File: config.mk
export PLATFORM = sky130hd
export DESIGN_NAME = pipelined_adder
export DESIGN_NICKNAME = d
export VERILOG_FILES = /design/src/rtl/adder_pkg.sv /design/src/rtl/adder_stage.sv /design/src/rtl/pipelined_adder.sv
export SDC_FILE = /design/constraint.sdc
export NUM_CORES = 1
export LEC_CHECK = 0
export CAP_MARGIN = 20
export CORE_MARGIN = 2
export CORE_UTILIZATION = 41
export DETAILED_ROUTE_END_ITERATION = 12
export DONT_BUFFER_PORTS = 1
export GPL_ROUTABILITY_DRIVEN = 0
export PLACE_DENSITY_LB_ADDON = 0.05
export SLEW_MARGIN = 10
export SYNTH_ARGS = -nofsm -noshare
export SYNTH_HDL_FRONTEND = slang
export SYNTH_SLANG_ARGS = --single-unit
export TNS_END_PERCENT = 100
File: constraint.sdc
create_clock -name clk -period 2.25 [get_ports clk]
set_clock_uncertainty 0.1 [all_clocks]
set_input_delay 0.225 -clock clk [delete_from_list [all_inputs] [get_ports clk]]
set_output_delay 0.225 -clock clk [all_outputs]
set_load 0.1 [all_outputs]
File: src/rtl/adder_pkg.sv
// Shared elaboration helpers for pipelined_adder: stage count, per-stage widths
// and the parameter legality rule.
package adder_pkg;

    function automatic bit params_ok(int width, int chunk);
        return (chunk >= 1) && (width >= chunk) && ((width % chunk) == 0);
    endfunction

    function automatic int stages_of(int width, int chunk);
        return (chunk >= 1) ? (width / chunk) : 1;
    endfunction

    // Stage idx forwards its finished low sum bits plus both operands' pending upper bits.
    function automatic int stage_out_w(int width, int chunk, int idx);
        return 2 * width - chunk * (idx + 1);
    endfunction

    // The last stage keeps the carry into the MSB alongside its carry-out.
    function automatic int stage_flag_w(int width, int chunk, int idx);
        return (chunk * (idx + 1) == width) ? 2 : 1;
    endfunction

endpackage

File: src/rtl/adder_stage.sv
// One pipeline stage: resolves a CHUNK-bit slice of the carry chain and holds the
// partial result with its own valid bit and ready/load logic.
module adder_stage
    import adder_pkg::*;
#(
    parameter int WIDTH = 8,
    parameter int CHUNK = 2,
    parameter int IDX   = 0
) (
    input  logic                                           clk,
    input  logic                                           reset,
    input  logic                                           src_valid,
    input  logic [2*WIDTH-CHUNK*IDX-1:0]                   src_data,
    input  logic                                           src_carry,
    input  logic                                           dst_ready,
    output logic                                           ready,
    output logic                                           valid,
    output logic [stage_out_w(WIDTH, CHUNK, IDX)-1:0]      data,
    output logic [stage_flag_w(WIDTH, CHUNK, IDX)-1:0]     flags
);

    localparam int LO     = CHUNK * IDX;
    localparam int UP     = WIDTH - LO;
    localparam int OUT_W  = stage_out_w(WIDTH, CHUNK, IDX);
    localparam int FLAG_W = stage_flag_w(WIDTH, CHUNK, IDX);

    // src_data layout: {rhs[WIDTH-1:LO], lhs[WIDTH-1:LO], sum[LO-1:0]}
    logic [CHUNK-1:0]  a;
    logic [CHUNK-1:0]  b;
    logic [CHUNK:0]    slice;
    logic [OUT_W-1:0]  data_d;
    logic [FLAG_W-1:0] flags_d;

    assign a     = src_data[LO +: CHUNK];
    assign b     = src_data[LO+UP +: CHUNK];
    assign slice = {1'b0, a} + {1'b0, b} + {{CHUNK{1'b0}}, src_carry};
    assign ready = !valid || dst_ready;

    always_comb begin
        data_d = '0;
        for (int i = 0; i < LO; i++)
            data_d[i] = src_data[i];
        data_d[LO +: CHUNK] = slice[CHUNK-1:0];
        for (int i = 0; i < UP - CHUNK; i++) begin
            data_d[LO+CHUNK+i] = src_data[LO+CHUNK+i];
            data_d[LO+UP+i]    = src_data[LO+UP+CHUNK+i];
        end
    end

    generate
        if (FLAG_W == 2) begin : g_last
            logic carry_msb;
            // Carry into a bit is recoverable from its sum and operand bits.
            assign carry_msb = slice[CHUNK-1] ^ a[CHUNK-1] ^ b[CHUNK-1];
            assign flags_d   = {carry_msb, slice[CHUNK]};
        end else begin : g_mid
            assign flags_d = slice[CHUNK];
        end
    endgenerate

    always_ff @(posedge clk) begin
        if (reset) begin
            valid <= 1'b0;
            data  <= '0;
            flags <= '0;
        end else if (ready) begin
            valid <= src_valid;
            if (src_valid) begin
                data  <= data_d;
                flags <= flags_d;
            end
        end
    end

endmodule

File: src/rtl/pipelined_adder.sv
// Pipelined WIDTH-bit adder with valid/ready handshake; one register stage per
// CHUNK-bit slice, combinational ready chain from io_out_ready back to io_in_ready.
module pipelined_adder
    import adder_pkg::*;
#(
    parameter int WIDTH = 8,
    parameter int CHUNK = 2
) (
    input  logic             clk,
    input  logic             reset,
    input  logic             io_in_valid,
    output logic             io_in_ready,
    input  logic [WIDTH-1:0] io_in_lhs,
    input  logic [WIDTH-1:0] io_in_rhs,
    input  logic             io_in_cin,
    output logic             io_out_valid,
    input  logic             io_out_ready,
    output logic [WIDTH-1:0] io_out_sum,
    output logic             io_out_cout,
    output logic             io_out_ovf
);

    localparam int STAGES = stages_of(WIDTH, CHUNK);

    generate
        if (!params_ok(WIDTH, CHUNK)) begin : g_bad_params
            $error("pipelined_adder: WIDTH must be a positive multiple of CHUNK, CHUNK >= 1");
        end
    endgenerate

    for (genvar k = 0; k < STAGES; k++) begin : g_stg
        localparam int IN_W   = 2 * WIDTH - CHUNK * k;
        localparam int OUT_W  = stage_out_w(WIDTH, CHUNK, k);
        localparam int FLAG_W = stage_flag_w(WIDTH, CHUNK, k);

        logic              src_valid;
        logic [IN_W-1:0]   src_data;
        logic              src_carry;
        logic              dst_ready;
        logic              ready;
        logic              valid;
        logic [OUT_W-1:0]  data;
        logic [FLAG_W-1:0] flags;

        if (k == 0) begin : g_head
            assign src_valid = io_in_valid;
            assign src_data  = {io_in_rhs, io_in_lhs};
            assign src_carry = io_in_cin;
        end else begin : g_link
            assign src_valid = g_stg[k-1].valid;
            assign src_data  = g_stg[k-1].data;
            assign src_carry = g_stg[k-1].flags[0];
        end

        if (k == STAGES - 1) begin : g_tail
            assign dst_ready = io_out_ready;
        end else begin : g_chain
            assign dst_ready = g_stg[k+1].ready;
        end

        adder_stage #(
            .WIDTH (WIDTH),
            .CHUNK (CHUNK),
            .IDX   (k)
        ) u_stage (
            .clk       (clk),
            .reset     (reset),
            .src_valid (src_valid),
            .src_data  (src_data),
            .src_carry (src_carry),
            .dst_ready (dst_ready),
            .ready     (ready),
            .valid     (valid),
            .data      (data),
            .flags     (flags)
        );
    end

    assign io_in_ready  = g_stg[0].ready;
    assign io_out_valid = g_stg[STAGES-1].valid;
    assign io_out_sum   = g_stg[STAGES-1].data;
    assign io_out_cout  = g_stg[STAGES-1].flags[0];
    assign io_out_ovf   = g_stg[STAGES-1].flags[1] ^ g_stg[STAGES-1].flags[0];

endmodule

After elaboration in Yosys (flattened, before gate mapping):

Cells that the tools add are included.

* add/subtract/negate cells: 8
* $mul: 0
* div/mod/pow operators: 0
* magnitude comparators: 0
* eq/ne operators: 0
* shift-type cells: 0
* mux-type cells: 0
* bitwise logic cells: 3
* reduce and logical (&&, ||, !) cells: 12

Operators by type and width (count)
* $add A2 B2 Y3: 4
* $add A3 B1 Y3: 4
* $reduce_and A2 Y1: 4
* $logic_not A1 Y1: 4
* $logic_or A1 B1 Y1: 4
* $xor A1 B1 Y1: 3

* register bits after elaboration: 53
* bits in latches: 0
* bits in writable memories: 0
* memory bits (read-only): 0
* input port bits: 21
* output and inout bits: 12
* logic and storage cells: 35
* memories kept: 0

Depth between registers and ports, before layout:

* word-level depth: 6
* gate-level depth with buffers: 6
* mapped depth without buffers: 6

Hierarchy:

From an unflattened synthesis, not the netlist that was laid out.

* cells, all modules: 258
* area total of the unflattened synthesis: 2628.8 µm²

By module, submodules not included
* adder_stage at g_stg[0].u_stage: times used 1, cells an instance 77, area each 843.3 µm², sequential area each 320.3 µm²
* adder_stage at g_stg[1].u_stage: times used 1, cells an instance 68, area each 679.4 µm², sequential area each 280.3 µm²
* adder_stage at g_stg[2].u_stage: times used 1, cells an instance 58, area each 583.1 µm², sequential area each 240.2 µm²
* adder_stage at g_stg[3].u_stage: times used 1, cells an instance 54, area each 514.2 µm², sequential area each 220.2 µm²
* pipelined_adder: times used 1, cells an instance 1, area each 8.8 µm², sequential area each 0.0 µm²

Least setup slack after synthesis:

OpenSTA, ideal clock, no wires.

* path type: reg2out
* from: register g_stg[3].u_stage.flags[0]
* to: output port io_out_ovf
* arrival: 2.451 ns
* required time: 1.925 ns
* slack: -0.526 ns
* cell stages (with the launch flop): 2
* buffers on the path: 0
* path through: dfxtp_1 -> xor2_1

* word-level cells in the longest chain between the ends: 1

Ends and longest elaborated chain
* start, declared: line adder_stage.sv:19 `output logic [stage_flag_w(WIDTH, CHUNK, IDX)-1:0] flags`
* start signal, assigned: line adder_stage.sv:70 `flags <= flags_d;`
* $xor A1 B1 Y1: line pipelined_adder.sv:83 `assign io_out_ovf = g_stg[STAGES-1].flags[1] ^ g_stg[STAGES-1].flags[0];`
* end, declared: line pipelined_adder.sv:20 `output logic io_out_ovf`

Every way passes these cells.

Final worst setup path:

* from: register g_stg[2].u_stage.flags
* to: register g_stg[3].u_stage.flags[1]

* word-level cells in the longest chain between the ends: 3

Ends and longest elaborated chain
* start, declared: line adder_stage.sv:19
* start signal, assigned: line adder_stage.sv:70
* $add A3 B1 Y3: line adder_stage.sv:36 `assign slice = {1'b0, a} + {1'b0, b} + {{CHUNK{1'b0}}, src_carry};`
* $xor A1 B1 Y1 (2 in series): line adder_stage.sv:54 `assign carry_msb = slice[CHUNK-1] ^ a[CHUNK-1] ^ b[CHUNK-1];`

Every way passes these cells.
A chain may end at the register's enable or synchronous reset.

==> impl_metrics.py <==
metrics = {
    "outcome": {
        "status": "finished with violations",
        "violations": "negative hold slack",
    },
    "synth": {
        "synthCells": 281,
        "netlist.area_leader.share": 0.411,
        "synth_edf_count": 0,
        "yosys_warnings": 0,
        "synth.top_cells.by_count": "53 x dfxtp_1, 30 x nand2_1, 25 x inv_1, 20 x a21oi_1, 20 x nand4_1",
        "syn_nets": 310,
        "yosysSeqAreaShare": 0.411,
        "syn-cell-area_um2": 2580,
        "synth_top_cell_by_area": "dfxtp_1",
        "synth.most_common_cell": "dfxtp_1",
        "async_flop_share": 0,
        "yosys-top-cells-area": "dfxtp_1 41%, fa_1 6.2%, nand4_1 4.8%, nand2_1 4.4%, a41oi_1 4.1%",
        "avgSynthCellArea_um2": 9.18,
        "ys_types": 36,
        "synthFlopType": "dfxtp_1",
        "ys_seq_elements": 53,
    },
    "clock_tree": {
        "clockBufferDepth": 2,
        "postCtsSetupRepairBufs": 0,
        "root_buffer": "clkbuf_8",
        "cts.sinks": 53,
        "cts_tree": "built",
        "clk_latency_ns": 0.31,
        "numCtsBuffers": 5,
        "path_clk_slew_ns": 0.09,
        "htreeDepth": 2,
    },
    "timing": {
        "drv_slew": 0,
        "holdWs_ns": -0.00269,
        "fin_crit_ns": 2.08,
        "setup_violations": 0,
        "rsz0062_at_grt": "false",
        "max_slew_margin": 0.434,
        "fin_crit_sh": 0.924,
        "tns_ns": 0,
        "max_freq_ghz": 0.481,
        "final.setup.worst_slack_ns": 0.170,
        "hold_viol": 1,
        "worstMarginPinSlew_ns": 0.846,
    },
    "routing": {
        "wire_per_inst_um": 16.2,
        "viasPerCell": 5.66,
        "wl_mm": 5.96,
        "vias": 2082,
        "drc": 0,
        "dr.pass1.iters": 4,
        "drtIter0Drc": 99,
        "ant_nets": 0,
    },
    "job": {
        "drv_cap": 0,
    },
    "die": {
        "ios": 33,
        "dieArea_um2": 6940,
        "rows": 28,
        "coreArea_um2": 5990,
        "initial_utilization": 0.431,
        "die_y_um": 83.3,
        "die_w_um": 83.3,
    },
    "worst_setup_path": {
        "worst-path-max-fanout": 2,
        "critPathRequiredTime_ns": 2.38,
        "arrival_ns": 2.21,
        "reg2reg_slack_ns": 0.17,
        "critPathCaptureType": "flop",
        "startpoint_type": "flop",
        "critPathSlowestCell": "fa_1",
        "ff2ff_path_depth": 6,
        "cp_slowest_stage_delay_ns": 0.52,
        "crit_top_cell": "fa_1",
        "path_cells": "inv_1, fa_1, fa_1, xor2_1, xnor2_1, a311oi_1",
        "crit_type": "flop to flop",
        "r2r_start": "g_stg[2].u_stage.flags",
        "crit_start": "g_stg[2].u_stage.flags",
    },
    "finish": {
        "fin_cells": 368,
        "antennaDiodeCount": 0,
        "final_core_util": 0.492,
        "nets": 321,
        "n_fill_cell": 594,
        "drive_above_1_share": 0.137,
        "syn2layout_area_growth_pct": 14.4,
    },
    "power_and_ir_drop": {
        "clockPowerShare": 0.345,
        "pwr-share-comb": 0.123,
        "p_leak_nw": 1.07,
        "p_int_mw": 1.42,
        "power.share.switching": 0.257,
        "sequentialPowerShare": 0.532,
        "p_per_area_nw_per_um2": 647,
        "ir_drop_mv": 0.379,
        "p_switching_mw": 0.492,
    },
    "grt": {
        "first_global_vias": 2114,
        "grtUsageTotal": 0.183,
        "antenna_found_initial": 0,
        "grt_max_degree": 37,
        "grt_first_pass_wirelength_mm": 10.4,
        "overflow": 0,
    },
    "placed_design": {
        "dp.cells": 346,
        "dpl.hpwl_mm": 3.80,
        "place_ws_ns": 0.178,
        "portBuffers": 0,
    },
    "hold_path": {
        "hold_path.class": "input pin to flop",
        "holdCritStartpoint": "io_in_lhs[3]",
        "hold_depth": 2,
    },
}
-- kinds of logic after synthesis --
group,Yosys count,synth area share
AO/OA/AOI/OAI,75,0.213
XOR/XNOR,3,0.0102
adder cells (fa/ha/maj),8,0.0621
buffers and inverters,55,0.0955
flip-flops,53,0.411
multiplexers,10,0.0388
AND/OR/NAND/NOR,77,0.169
-- what timing repair did --
action                                 4_1_cts  5_1_grt
gates resized for setup                      0        0
endpoints found under the hold margin       38        1
hold buffers                                13        1
-- sequential cells by signal, summed over array words and instances (netlist names) --
signal	cells
g_stg.u_stage.data	44
g_stg.u_stage.flags	5
g_stg.u_stage.valid	4
-- power groups by stage --
stage	Combinational [mW]	Clock, mW	Sequential [mW]
3_3_place_gp	0.194	0	1.04
4_1_cts	0.236	0.674	1.02
6_report	0.235	0.658	1.02
5_1_grt	0.262	0.718	1.02
2_1_floorplan	0.167	0	1.05
3_5_place_dp	0.196	0	1.04
-- metal layers --
layer  share of wire  global-route usage  vias up  wire length [um]
met5               0                   0        -                 0
met2            0.47               0.284       49              2820
met4           0.013              0.0641        0                78
li1                -                   -     1051                 -
met1            0.46               0.254      975              2720
met3           0.056              0.0338        7               334
-- final timing paths --
kind                                     to
setup / recovery  g_stg[3].u_stage.flags[1]
hold reg to reg    g_stg[1].u_stage.data[7]
setup reg to reg  g_stg[3].u_stage.flags[1]
hold / removal     g_stg[0].u_stage.data[3]
-- worst max-delay path: cells and delay by family (launching register included) --
kind | cells | cell delay (ns)
AOI/OAI and AO/OA | 1 | 0.26
adders and majority gates | 2 | 0.97
buffers and inverters | 1 | 0.06
xor gates and xnor gates | 2 | 0.26
DFF | 1 | 0.34
-- per-stage QoR --
step	power (mW)	instance area [um2]
2_1_floorplan	1.21	2590
3_3_place_gp	1.23	2690
3_5_place_dp	1.23	2690
4_1_cts	1.93	2940
5_1_grt	2.00	2950
6_report	1.91	2950
-- layout by cell type (no fill, tap or decap), drive strengths merged --
master        n
nand2b        1
xor2          2
a311oi        7
and3          1
dfxtp        53
dlygate4sd3  13
nor2          1
nor3b        12
fa            8
nand2        31
bufinv        1
buf          20
and2          1
nand4        20
o21ai        12
a21oi        20
o31ai         3
nand3         7
xnor2         1
clkbuf        6
a41oi        12
nand3b        1
inv          26
o211a         3
o311ai       12
clkinv        1
nand4b        1
nor2b         1
a211oi        6
mux2i        10
-- layout make-up --
| type | count | area, um2 | share of cell area |
|---|---|---|---|
| Clock buffer | 6 | 72.6 | 0.0246 |
| Clock inverter | 2 | 38.8 | 0.0131 |
| Inverter | 26 | 97.6 | 0.0331 |
| Multi-Input combinational cell | 173 | 1280 | 0.434 |
| Sequential cell | 53 | 1060 | 0.360 |
| Tap cell | 75 | 93.8 | 0.0318 |
| Timing Repair Buffer | 33 | 305 | 0.103 |
No activity file was read; power rests on OpenSTA's default activity.
